File: config.mk
export PLATFORM = sky130hd
export DESIGN_NAME = ram_sdp_be_clr
export DESIGN_NICKNAME = d
export VERILOG_FILES = /design/src/rtl/ram_pkg.sv /design/src/rtl/ram_clear_seq.sv /design/src/rtl/ram_sdp_be_clr.sv
export SDC_FILE = /design/constraint.sdc
export NUM_CORES = 1
export LEC_CHECK = 0
export CAP_MARGIN = 20
export CORE_UTILIZATION = 30
export DETAILED_ROUTE_END_ITERATION = 6
export PLACE_DENSITY_LB_ADDON = 0.2
export SETUP_SLACK_MARGIN = 0.05
export SYNTH_ARGS = -nofsm -noshare
export SYNTH_HDL_FRONTEND = slang
export SYNTH_HIERARCHICAL = 1
export SYNTH_SLANG_ARGS = --single-unit
File: constraint.sdc
create_clock -name clk -period 2.45 [get_ports clk]
set_input_delay 0.245 -clock clk [delete_from_list [all_inputs] [get_ports clk]]
set_output_delay 0.245 -clock clk [all_outputs]
set_load 0.01 [all_outputs]
File: src/rtl/ram_pkg.sv
// Shared types and helpers for the byte-enable simple-dual-port RAM with clear sweep.
package ram_pkg;

    typedef enum logic [0:0] {
        ST_IDLE  = 1'b0,
        ST_CLEAR = 1'b1
    } state_e;

    localparam int RDW_OLD = 0;
    localparam int RDW_NEW = 1;

    function automatic int nbytes(input int data_width);
        return data_width / 8;
    endfunction

endpackage

File: src/rtl/ram_clear_seq.sv
// Clear sequencer: sweeps CLEAR_VALUE through every word after reset or on a clr pulse.
module ram_clear_seq
    import ram_pkg::*;
#(
    parameter int                    ADDR_WIDTH  = 6,
    parameter int                    DATA_WIDTH  = 8,
    parameter int                    DEPTH       = 64,
    parameter logic [DATA_WIDTH-1:0] CLEAR_VALUE = '0
) (
    input  logic                  clk,
    input  logic                  rst,
    input  logic                  clr,
    output logic                  busy,
    output logic                  ovr_en,
    output logic [ADDR_WIDTH-1:0] ovr_addr,
    output logic [DATA_WIDTH-1:0] ovr_data
);

    localparam logic [ADDR_WIDTH-1:0] LAST_PTR = ADDR_WIDTH'(DEPTH - 1);

    state_e                state_q, state_d;
    logic [ADDR_WIDTH-1:0] ptr_q, ptr_d;

    always_comb begin
        state_d = state_q;
        ptr_d   = ptr_q;
        case (state_q)
            ST_CLEAR: begin
                ptr_d = ptr_q + ADDR_WIDTH'(1);
                if (ptr_q == LAST_PTR) begin
                    state_d = ST_IDLE;
                    ptr_d   = '0;
                end
            end
            ST_IDLE: begin
                if (clr) begin
                    state_d = ST_CLEAR;
                    ptr_d   = '0;
                end
            end
            default: begin
                state_d = ST_CLEAR;
                ptr_d   = '0;
            end
        endcase
    end

    always_ff @(posedge clk) begin
        if (rst) begin
            state_q <= ST_CLEAR;
            ptr_q   <= '0;
        end else begin
            state_q <= state_d;
            ptr_q   <= ptr_d;
        end
    end

    // The sweep owns the write port for its whole duration.
    assign busy     = (state_q == ST_CLEAR);
    assign ovr_en   = busy;
    assign ovr_addr = ptr_q;
    assign ovr_data = CLEAR_VALUE;

endmodule

File: src/rtl/ram_sdp_be_clr.sv
// Simple-dual-port RAM with byte enables, registered read, selectable read-during-write and clear sweep.
module ram_sdp_be_clr
    import ram_pkg::*;
#(
    parameter int                    ADDR_WIDTH  = 6,
    parameter int                    DATA_WIDTH  = 8,
    parameter int                    DEPTH       = 64,
    parameter int                    RDW_MODE    = 0,
    parameter logic [DATA_WIDTH-1:0] CLEAR_VALUE = '0
) (
    input  logic                    clk,
    input  logic                    rst,
    input  logic                    clr,
    input  logic                    wr_en,
    input  logic [ADDR_WIDTH-1:0]   wr_addr,
    input  logic [DATA_WIDTH-1:0]   wr_data,
    input  logic [DATA_WIDTH/8-1:0] wr_be,
    input  logic                    rd_en,
    input  logic [ADDR_WIDTH-1:0]   rd_addr,
    output logic [DATA_WIDTH-1:0]   rd_data,
    output logic                    rd_valid,
    output logic                    busy
);

    localparam int                  NB        = nbytes(DATA_WIDTH);
    localparam logic [ADDR_WIDTH:0] DEPTH_EXT = (ADDR_WIDTH + 1)'(DEPTH);

    logic [DATA_WIDTH-1:0] mem [DEPTH];

    logic                  seq_busy;
    logic                  ovr_en;
    logic [ADDR_WIDTH-1:0] ovr_addr;
    logic [DATA_WIDTH-1:0] ovr_data;

    ram_clear_seq #(
        .ADDR_WIDTH (ADDR_WIDTH),
        .DATA_WIDTH (DATA_WIDTH),
        .DEPTH      (DEPTH),
        .CLEAR_VALUE(CLEAR_VALUE)
    ) u_clear_seq (
        .clk     (clk),
        .rst     (rst),
        .clr     (clr),
        .busy    (seq_busy),
        .ovr_en  (ovr_en),
        .ovr_addr(ovr_addr),
        .ovr_data(ovr_data)
    );

    logic                  wr_in_range;
    logic                  rd_in_range;
    logic                  wr_fire;
    logic [DATA_WIDTH-1:0] wr_merged;
    logic [ADDR_WIDTH-1:0] mem_waddr;
    logic [DATA_WIDTH-1:0] mem_wdata;
    logic [NB-1:0]         mem_wbe;

    // wr_merged is only consumed when wr_addr == rd_addr, so the read word is its base.
    always_comb begin
        wr_in_range = ({1'b0, wr_addr} < DEPTH_EXT);
        rd_in_range = ({1'b0, rd_addr} < DEPTH_EXT);
        wr_fire     = wr_en && !seq_busy && wr_in_range;
        wr_merged   = '0;
        if (rd_in_range) begin
            wr_merged = mem[rd_addr];
        end
        for (int i = 0; i < NB; i++) begin
            if (wr_be[i]) begin
                wr_merged[8*i +: 8] = wr_data[8*i +: 8];
            end
        end
        mem_waddr = wr_addr;
        mem_wdata = wr_data;
        mem_wbe   = wr_fire ? wr_be : '0;
        if (ovr_en) begin
            mem_waddr = ovr_addr;
            mem_wdata = ovr_data;
            mem_wbe   = '1;
        end
    end

    always_ff @(posedge clk) begin
        for (int i = 0; i < NB; i++) begin
            if (mem_wbe[i]) begin
                mem[mem_waddr][8*i +: 8] <= mem_wdata[8*i +: 8];
            end
        end
    end

    logic [DATA_WIDTH-1:0] rd_data_q, rd_data_d;
    logic                  rd_valid_q, rd_valid_d;

    always_comb begin
        rd_valid_d = rd_en && !seq_busy;
        rd_data_d  = rd_data_q;
        if (rd_valid_d) begin
            if (!rd_in_range) begin
                rd_data_d = '0;
            end else if (RDW_MODE == RDW_NEW && wr_fire && wr_addr == rd_addr) begin
                rd_data_d = wr_merged;
            end else begin
                rd_data_d = mem[rd_addr];
            end
        end
    end

    always_ff @(posedge clk) begin
        if (rst) begin
            rd_data_q  <= '0;
            rd_valid_q <= 1'b0;
        end else begin
            rd_data_q  <= rd_data_d;
            rd_valid_q <= rd_valid_d;
        end
    end

    assign rd_data  = rd_data_q;
    assign rd_valid = rd_valid_q;
    assign busy     = seq_busy;

endmodule

==> metrics list <==
- Result of the run: finished clean
- Final Setup Violations: 0
- Number of sinks handled by clock tree synthesis: 528
- The clock reaches the later pin of the worst-skew pair after 600 ps.
- Kind of cell adding the most delay to the critical path: simple AND/OR/NAND/NOR gates
- Counting the fill cells in the layout gives 6437.
- Async set-or-reset flop fraction in the synthesized netlist: 0%
- Together, buffers and inverters on the worst path number 3.
* Clock slew at the register clock pins of the worst setup and hold paths: 60 ps
- Minimum clock period after layout: 2200 ps
- Most area-hungry cell type in the Yosys netlist: sky130_fd_sc_hd__edfxtp_1
* Post-synthesis average cell area: 18.4 sq um
- Post-route clock skew: 13.0 ps
- The H-tree was split into 2 levels.
- The count of buffers added on input and output ports is 35.
- Across all setup checks in the final design, the least slack found is 253 ps.
- # Post-CTS Setup Buffers: 0
- Before CTS, the worst setup slack after placement is -219 ps.
- Post-Layout Inst Area: 0.0252 sq mm
* Number of register bits inferred by synthesis: 528
- Largest stage delay on the critical path: 410 ps
- The initial utilization of the core area, before any placement, comes to 30.4%.
* N_diodes: 0
- Of the cells placed in the final design, the portion with a size suffix greater than 1 is 22.7%.
- In the final routed layout, each cell accounts on average for 23.3 microns.
- Number of nets with antenna violations after routing: 0
- Placed inst area: 0.0234 sq mm
- Once the clock tree was built, the resizer swapped 0 gates to a different size.
* Slowest stage cell on the critical path: sky130_fd_sc_hd__o41ai_1
* Detailed router's first-iteration violation count: 769
- Global routing consumed, over all layers together, 15.2% of the routing resources.
* Worst voltage drop across the vdd grid: 0.908 mV
- Count of endpoints failing hold in the final timing report: 0
- Critical R2R Launch: u_clear_seq/busy
- Once detailed placement completed, the half-perimeter wirelength came to 33700 microns.
- Derived from the worst setup path, the maximum achievable clock frequency is 455 MHz.
* Final design utilization: 36.7%
* WP depth: 7
- The worst register-to-register path ends at mem[17][4].
- The max-slew violation count is 0.
* Number of buffers created by CTS: 56
* Ports placed on the boundary: 36
- For this block, the routed nets add up to 53200 microns of wire.
- Most instantiated cells after synthesis: 512 x sky130_fd_sc_hd__edfxtp_1, 137 x sky130_fd_sc_hd__mux2i_1, 87 x sky130_fd_sc_hd__a22oi_1
- Flip-flop cell with the highest count after synthesis: sky130_fd_sc_hd__edfxtp_1
- The worst register-to-register path has a depth of 7.
- Setup repair after global routing left no endpoint under its margin.
* Remaining global-route overflow: 0
- The multi-input combinational cells in the finished layout cover a total of 0.00483 sq mm.
- Final critical-path share of the clock period: 89.7%
- At the pin with the least slew margin, the transition time is 832 ps.
- Chain of cells forming the critical path: inv_1, nand3_1, o41ai_1, nand2_1, buf_12, nor2_1, buf_4
- Post-CTS Hold Fix Bufs: 0
* Core footprint: 0.0688 sq mm
- The worst register-to-register path has a setup slack of 250 ps.
- The initial antenna violation count was 1.
- The Yosys step of the flow raised 6 warnings.
* Number of nets in the finished design: 1338
* Kind of capture point of the worst setup path: flop
- The via count of the first global-routing pass is 11400.
* Most common cell in the synthesized netlist: sky130_fd_sc_hd__edfxtp_1
- Synthesis handed over a netlist of 1137 instances.
- Number of flops mapped to enable cells by yosys: 512
* Power per cell area: 782 mW/mm^2
- Via total after detailed routing: 10900
* Clock tree from TritonCTS: done
* Avg Vias per Cell: 4.79
* Gpl congestion: 0.807
- Capture point of the worst path: mem[17][4]
- Register cell area after layout: 0.0157 sq mm
- Worst-case headroom to the max-slew limit: 44.5%
- Entering global routing, the biggest net connects 65 pins.
- Area Growth Syn to Fin: 20.7%
* Final hold slack: 463 ps
* Leakage Power: 8.44 nW
* Share of synthesized area occupied by flip-flops and latches: 75.0%
- Synth top area share: 73.5%
* Max-cap violations: 0
- For this run, the detailed router's first-pass iteration total came to 5.
- DRC: 0
* Area contributors post-synth: sky130_fd_sc_hd__edfxtp_1 74%, sky130_fd_sc_hd__mux4_2 6.7%, sky130_fd_sc_hd__mux2i_1 6.6%
- No sink is reached through more buffers than the 3 on the longest clock path.
- Hold crit path type: in -> reg
- Measured along the x axis, the die boundary spans 266 microns.
- Along the worst hold path, the cell count comes to 4.
- Yosys mapped the design onto 50 distinct sky130hd cell types.
* Required @ worst endpoint: 2760 ps
- Number of core rows: 96
- The cell area that synthesis handed to floorplanning was 0.0209 sq mm.
- Of all nets on the critical path, the largest fanout is 7.
- The die covers 0.0708 sq mm.
- First-pass GRT wire length: 78000 microns
- Height of the die: 266 microns
- At the worst endpoint, the arrival time is 2500 ps.
- The critical path is of the reg -> reg type.
- Launch point of the worst path: u_clear_seq/busy
- Startpoint type of the worst setup path: flop
- Master cell of the clock root buffer: sky130_fd_sc_hd__clkbuf_16
==> registers in the layout, indices dropped and copies added (netlist names) <==
name / count
mem: 512
rd_data: 8
u_clear_seq/ovr_addr: 6
rd_valid: 1
u_clear_seq/busy: 1
==> worst min-delay path by stage <==
stage                                       start                       to  slack [ps]
final                                         clr  u_clear_seq/ovr_addr[1]         460
after detailed placement  u_clear_seq/ovr_addr[5]  u_clear_seq/ovr_addr[5]         550
after global placement    u_clear_seq/ovr_addr[5]  u_clear_seq/ovr_addr[5]         540
after global routing                          clr  u_clear_seq/ovr_addr[5]         490
after floorplan                               rst  u_clear_seq/ovr_addr[2]         310
after CTS                                     clr  u_clear_seq/ovr_addr[1]         440
==> routing by layer <==
layer,vias up,track usage (%),part of all wire (%)
li1,4941,-,-
met1,5721,20.7,45
met2,224,25.2,49
met3,59,1.93,3.6
met4,0,4.85,2.0
met5,-,0,0
==> area by class of cell <==
type                            instances  area share (%)
Clock buffer                           71            5.90
Clock inverter                         31            1.47
Inverter                                6          0.0892
Multi-Input combinational cell        540            19.1
Sequential cell                       528            62.2
Tap cell                              931            4.61
Timing Repair Buffer                  179            6.62
==> per-stage QoR <==
| stage | total power, W | setup TNS (ps) | std cells |
|---|---|---|---|
| detailed placement | 0.0113 | -1520 | 2184 |
| CTS | 0.0200 | 0 | 2286 |
| floorplan | 0.0108 | -2960 | 1144 |
| global route | 0.0203 | 0 | 2286 |
| finish | 0.0197 | 0 | 2286 |
| global placement | 0.0113 | -1530 | 2184 |
==> layout by cell type (no fill, tap or decap), types with 33 or more instances in the layout <==
master and instances:
sky130_fd_sc_hd__buf_4 126, sky130_fd_sc_hd__mux2i_1 137, sky130_fd_sc_hd__nor2_1 71, sky130_fd_sc_hd__nand2_1 37, sky130_fd_sc_hd__edfxtp_1 512, sky130_fd_sc_hd__nand3_1 43, sky130_fd_sc_hd__mux4_2 62, sky130_fd_sc_hd__clkdlybuf4s50_1 33
sky130_fd_sc_hd__a22oi_1 87, sky130_fd_sc_hd__clkbuf_16 57
==> cell families (layout without fill, tap and decap cells) <==
family	after synthesis	in the layout	share of synthesized area [%]
AO/OA/AOI/OAI	129	129	4.68
adder cells (fa/ha/maj)	1	1	0.0598
buffers and inverters	76	287	2.09
flip-flops	528	528	75.0
multiplexers	211	211	13.9
other	1	8	0.0179
AND/OR/NAND/NOR	191	191	4.17
==> power by group <==
part | internal, W | leakage (nW) | switching (W) | total (W)
clock | 0.00521 | 0.915 | 0.00342 | 0.00863
sequential | 0.00998 | 4.74 | 0.0000265 | 0.0100
combinational | 0.000412 | 2.78 | 0.000695 | 0.00111
==> worst min-delay path, cell delays in order <==
cell                              delay, ps
sky130_fd_sc_hd__clkdlybuf4s50_1        550
sky130_fd_sc_hd__nor3b_1                 70
sky130_fd_sc_hd__a21oi_1                110
sky130_fd_sc_hd__nor2_1                  40
(Power assumes the default switching activity.)
